<file path="src/rtl/lbp_pkg.sv">
// Constants and types shared by the LBP stage, the histogram block and the classifier.
package lbp_pkg;
  localparam int IMG_W      = 128;
  localparam int BIN_W      = 8;
  localparam int BIN_N      = 2 ** BIN_W;
  localparam int CNT_W      = 14;
  localparam int INTERIOR_N = (IMG_W - 2) * (IMG_W - 2);

  typedef enum logic [1:0] {ACC, DRAIN, OUT, DONE} state_e;
endpackage

</file>
<file path="src/rtl/hist_ram.sv">
// Histogram storage: one write port, one registered read port, no reset.
module hist_ram #(
  parameter int AW = lbp_pkg::BIN_W,
  parameter int DW = lbp_pkg::CNT_W
) (
  input  logic          clk,
  input  logic          we,
  input  logic [AW-1:0] waddr,
  input  logic [DW-1:0] wdata,
  input  logic          re,
  input  logic [AW-1:0] raddr,
  output logic [DW-1:0] rdata
);
  logic [DW-1:0] mem [2**AW];

  always_ff @(posedge clk) begin
    if (we) mem[waddr] <= wdata;
    if (re) rdata <= mem[raddr];
  end
endmodule

</file>
<file path="src/rtl/lbp_hist.sv">
// Builds a histogram of LBP codes from the snooped write stream, then streams it out
// bin by bin over valid/ready once finish is seen.
module lbp_hist #(
  parameter int BIN_W = lbp_pkg::BIN_W,
  parameter int CNT_W = lbp_pkg::CNT_W
) (
  input  logic             clk,
  input  logic             reset,
  input  logic             lbp_valid,
  input  logic [BIN_W-1:0] lbp_data,
  input  logic             finish,
  output logic             hist_valid,
  input  logic             hist_ready,
  output logic [BIN_W-1:0] hist_bin,
  output logic [CNT_W-1:0] hist_count,
  output logic [CNT_W-1:0] total_count,
  output logic             hist_done
);
  import lbp_pkg::*;

  state_e               state;
  logic [2**BIN_W-1:0]  touched;
  logic                 s2_valid;
  logic                 s2_fwd;
  logic [BIN_W-1:0]     s2_bin;
  logic [CNT_W-1:0]     s2_fwd_val;
  logic [BIN_W-1:0]     rd_ptr;
  logic                 pres_touched;

  logic                 s1_go;
  logic                 accept;
  logic                 last_accept;
  logic                 out_issue;
  logic                 ram_re;
  logic [BIN_W-1:0]     ram_raddr;
  logic [CNT_W-1:0]     rdata;
  logic [CNT_W-1:0]     old_cnt;
  logic [CNT_W-1:0]     new_cnt;

  assign s1_go       = (state == ACC) && lbp_valid;
  assign accept      = hist_valid && hist_ready;
  assign last_accept = accept && (hist_bin == {BIN_W{1'b1}});
  assign out_issue   = (state == OUT) && (!hist_valid || hist_ready) && !last_accept;

  assign ram_re    = s1_go || out_issue;
  assign ram_raddr = (state == OUT) ? rd_ptr : lbp_data;

  // Untouched bins read as zero, so the RAM never needs a clear pass.
  assign old_cnt    = s2_fwd ? s2_fwd_val : (touched[s2_bin] ? rdata : '0);
  assign new_cnt    = old_cnt + CNT_W'(1);
  assign hist_count = pres_touched ? rdata : '0;

  hist_ram #(.AW(BIN_W), .DW(CNT_W)) u_ram (
    .clk   (clk),
    .we    (s2_valid),
    .waddr (s2_bin),
    .wdata (new_cnt),
    .re    (ram_re),
    .raddr (ram_raddr),
    .rdata (rdata)
  );

  always_ff @(posedge clk or posedge reset) begin
    if (reset) begin
      state        <= ACC;
      touched      <= '0;
      s2_valid     <= 1'b0;
      s2_fwd       <= 1'b0;
      s2_bin       <= '0;
      s2_fwd_val   <= '0;
      rd_ptr       <= '0;
      pres_touched <= 1'b0;
      hist_valid   <= 1'b0;
      hist_bin     <= '0;
      total_count  <= '0;
      hist_done    <= 1'b0;
    end else begin
      s2_valid   <= s1_go;
      s2_bin     <= lbp_data;
      // Same bin in S1 and S2: RAM read is stale, take the value S2 is writing now.
      s2_fwd     <= s1_go && s2_valid && (lbp_data == s2_bin);
      s2_fwd_val <= new_cnt;
      if (s2_valid) begin
        touched[s2_bin] <= 1'b1;
        total_count     <= total_count + CNT_W'(1);
      end

      case (state)
        ACC: begin
          if (finish) state <= DRAIN;
        end
        DRAIN: begin
          rd_ptr <= '0;
          state  <= OUT;
        end
        OUT: begin
          if (last_accept) begin
            hist_valid <= 1'b0;
            hist_done  <= 1'b1;
            state      <= DONE;
          end else if (out_issue) begin
            hist_valid   <= 1'b1;
            hist_bin     <= rd_ptr;
            pres_touched <= touched[rd_ptr];
            rd_ptr       <= rd_ptr + BIN_W'(1);
          end
        end
        default: ;
      endcase
    end
  end
endmodule

</file>
<file path="config.mk">
export PLATFORM = sky130hd
export DESIGN_NAME = lbp_hist
export DESIGN_NICKNAME = d
export VERILOG_FILES = /design/src/rtl/lbp_pkg.sv /design/src/rtl/hist_ram.sv /design/src/rtl/lbp_hist.sv
export SDC_FILE = /design/constraint.sdc
export NUM_CORES = 2
export LEC_CHECK = 0
export BUFFER_PORTS_ARGS = -buffer_cell sky130_fd_sc_hd__buf_4
export CAP_MARGIN = 20
export CELL_PAD_IN_SITES_DETAIL_PLACEMENT = 1
export CELL_PAD_IN_SITES_GLOBAL_PLACEMENT = 1
export CORE_ASPECT_RATIO = 0.7
export CORE_MARGIN = 2
export CORE_UTILIZATION = 38
export CTS_CLUSTER_DIAMETER = 30
export DETAILED_ROUTE_END_ITERATION = 12
export PLACE_DENSITY_LB_ADDON = 0.1
export SLEW_MARGIN = 20
export SYNTH_ARGS = -nofsm -noshare
export SYNTH_HDL_FRONTEND = slang
export SYNTH_HIERARCHICAL = 1
export SYNTH_SLANG_ARGS = --single-unit
</file>
<file path="constraint.sdc">
create_clock -name clk -period 22.6 [get_ports clk]
set_input_delay 2.26 -clock clk [delete_from_list [all_inputs] [get_ports clk]]
set_output_delay 2.26 -clock clk [all_outputs]
set_load 0.005 [all_outputs]
</file>
==> impl_metrics.ini <==
[logic_synthesis]
post_synth_xor_area_fraction = 0.001976
synth.area.mux_share = 0.1686
synth.distinct_cells = 79
ys_seq_elements = 3913
synthCells = 7402
synthAdderAreaFrac = 0.0005645
synth-compound-area-share = 0.04037
synth-simple-area-share = 0.02268
syn-cell-area_sq_mm = 0.1552
synth_top_family_by_area = multiplexers
syn_nets = 7422
synth_edf_count = 3598
ys.flop_type = edfxtp_1
synth-warning-count = 6
yosysSeqAreaShare = 0.7472
avgSynthCellArea_sq_um = 20.96
synthArstFlopShare = 0.08050

[worst_setup_path]
reg2reg_depth = 18
critPathArrivalTime_ps = 9310
path_cells = buf_4 > mux4_2 > mux4_2 > o22ai_2 > nor3_1 > a211oi_4 > a21boi_2 > or2_1 > a22o_1 > ha_4 > and2_1 > nand2_1 > a31oi_1 > a211oi_2 > nor3_1 > a21oi_4 > buf_4 > buf_4
critPathCaptureType = flip-flop
start_kind = flip-flop
cpMaxStageDelayCell = dfrtp_4
crit_required_ps = 23290
path_class = reg -> reg
crit_top_cell = buf_4
max_stage_delay_ps = 910
crit_fanout = 83

[floorplanning]
core_area_sq_mm = 0.4068
die_y_um = 538.6
start_util = 0.3814
die_area_sq_mm = 0.4135
row_count = 196
ioPinCount = 51
die_w_um = 767.7

[global_route]
grt_pass1_wl_um = 673600
grt_max_degree = 193
antenna_found_initial = 34
grt_overflow = 0
grt_use_total = 0.2291
grt_pass1_vias = 83760

[sta]
tightest_slew_ps = 1350
fin_crit_ps = 8614
setup-tns-final_ps = 0
finalSetupViolCount = 0
hold_slack_ps = 478.5
hold_viol = 0
fmax_mhz = 116.1
finalCritPeriodShare = 0.3811
slew_headroom = 0.09978
skew_ps = 52.29
rsz0062_at_grt = no
drv_slew = 0

[worst_hold_path]
hp-class = reg -> reg
hold_depth = 1

[clock_network]
clk_pin_slew_ps = 50
numCtsBuffers = 653
postCtsHoldBufs = 0
clk_latency_ps = 1070
clk_path_buf_depth = 4
cts_tree = yes
cts_max_level = 6
numClockSinks = 3913
post_cts_buffers = 0
clockRootBuffer = clkbuf_16
cts_resized = 0

[routing]
routedWlPerCell_um = 34.20
routed_wl_um = 480700
drc_errors = 0
num_vias = 81270
drt_iter0_drc = 9190
drtAntennaViolNets = 0
via_per_inst = 5.782
drtPass1Iterations = 5

[cells_and_area]
fin_nets = 8068
multi_input_area_sq_mm = 0.03716
drive_gt1_frac = 0.3158
area_growth_pct = 19.96
fillers = 36890
register_area_sq_mm = 0.1159

[placed_design]
dp_hpwl_um = 283900
gp_congestion = 0.7824
io_buffers = 50

[outcome]
status = complete, no violations

[pwr]
p_leak_nw = 63.26
p_per_area_mw_per_mm2 = 121.1
irDropWorstVdd_v = 0.00008556

[job]
maxCapViolCount = 0
[registers in the layout (all words and copies together) (netlist names)]
register,count
u_ram/mem,3584
touched,256
s2_fwd_val,14
total_count,14
u_ram/rdata,14
hist_bin,8
rd_ptr,8
s2_bin,8
state,2
hist_done,1
hist_valid,1
pres_touched,1
s2_fwd,1
s2_valid,1
[synthesized netlist by cell type (all sizes together), types with 60 or more instances]
| library cell | instances | area, sq um |
|---|---|---|
| a211oi | 73 | 585.6 |
| a21o | 178 | 1336 |
| a21oi | 93 | 465.5 |
| a22oi | 126 | 945.9 |
| buf | 261 | 2074 |
| clkbuf | 204 | 765.7 |
| dfrtp | 315 | 7883 |
| edfxtp | 3598 | 108000 |
| mux2i | 371 | 3714 |
| mux4 | 979 | 22080 |
| nand2 | 111 | 416.7 |
| nand3 | 70 | 350.3 |
| nor2 | 341 | 1282 |
| o21bai | 96 | 720.7 |
| o221ai | 60 | 525.5 |
[path summary, 6_finish.rpt]
check	from	end	slack, ps
hold reg to reg	touched[166]$_DFFE_PP0P_	touched[166]$_DFFE_PP0P_	480
max in group asynchronous	reset	rd_ptr[0]$_DFFE_PP0P_	18220
min in group asynchronous	reset	touched[45]$_DFFE_PP0P_	1420
setup / recovery	s2_bin[1]$_DFF_PP0_	u_ram/mem[99][8]$_DFFE_PP_	13990
hold / removal	touched[166]$_DFFE_PP0P_	touched[166]$_DFFE_PP0P_	480
setup reg to reg	s2_bin[1]$_DFF_PP0_	u_ram/mem[99][8]$_DFFE_PP_	13990
[placed cells by master, fill, tap and decap left out, types with 96 or more instances in the layout]
cell	synthesis	layout
a21o_1	178	178
a22oi_1	126	126
buf_4	48	426
clkbuf_16	0	666
clkinv_1	0	96
dfrtp_1	315	311
edfxtp_1	3598	3598
mux2i_1	371	371
mux4_2	971	971
nand2_1	111	109
nor2_1	340	258
o21bai_1	96	96
[critical path, delay by kind of cell, from the launching register on]
family / cells / cell delay (ps)
fa+ha+maj: 1 / 220
simple gates: 5 / 1070
compound gates: 7 / 2400
flops: 1 / 910
buf+inv: 3 / 2300
mux: 2 / 1070
[logic make-up after synthesis]
logic type | count (synthesis)
fa+ha+maj | 7
simple gates | 750
compound gates | 834
mux | 1382
buf+inv | 481
xor+xnor | 35
flops | 3913
[area by class of cell]
cell class                 instances  share of cell area
multi-input combinational       3008              0.1996
inverter                          16           0.0003765
clock buffer                     737             0.09151
timing repair buffer             456             0.02004
tap                             5445             0.03660
sequential                      3913              0.6229
clock inverter                   468             0.02876
antenna                           12           0.0001613
[through the flow]
step / utilization / cell area, sq um / setup slack [ps] / std cells / power [W]
after global routing: 0.4574 / 186100 / 13450 / 14040 / 0.02321
final: 0.4575 / 186100 / 13990 / 14060 / 0.02254
after detailed placement: 0.4020 / 163500 / 13990 / 12830 / 0.01262
after global placement: 0.4012 / 163200 / 14080 / 12820 / 0.01255
after floorplan: - / 155200 / 2647 / 7402 / 0.01094
after CTS: 0.4570 / 185900 / 13970 / 14040 / 0.02276
[where the power goes]
part	leakage (nW)	internal (W)	switching (W)
clock network	10.8	0.00646	0.00362
logic	15.1	0.00130	0.00272
registers	37.3	0.00834	0.0000906
total	63.3	0.0161	0.00644
[metal layers]
metal / routed length, um / track usage
met5: 11 / 0
met4: 9016 / 0.04761
met3: 33450 / 0.04309
met2: 214100 / 0.3402
met1: 224100 / 0.3527
No activity file was read; power rests on OpenSTA's default activity.
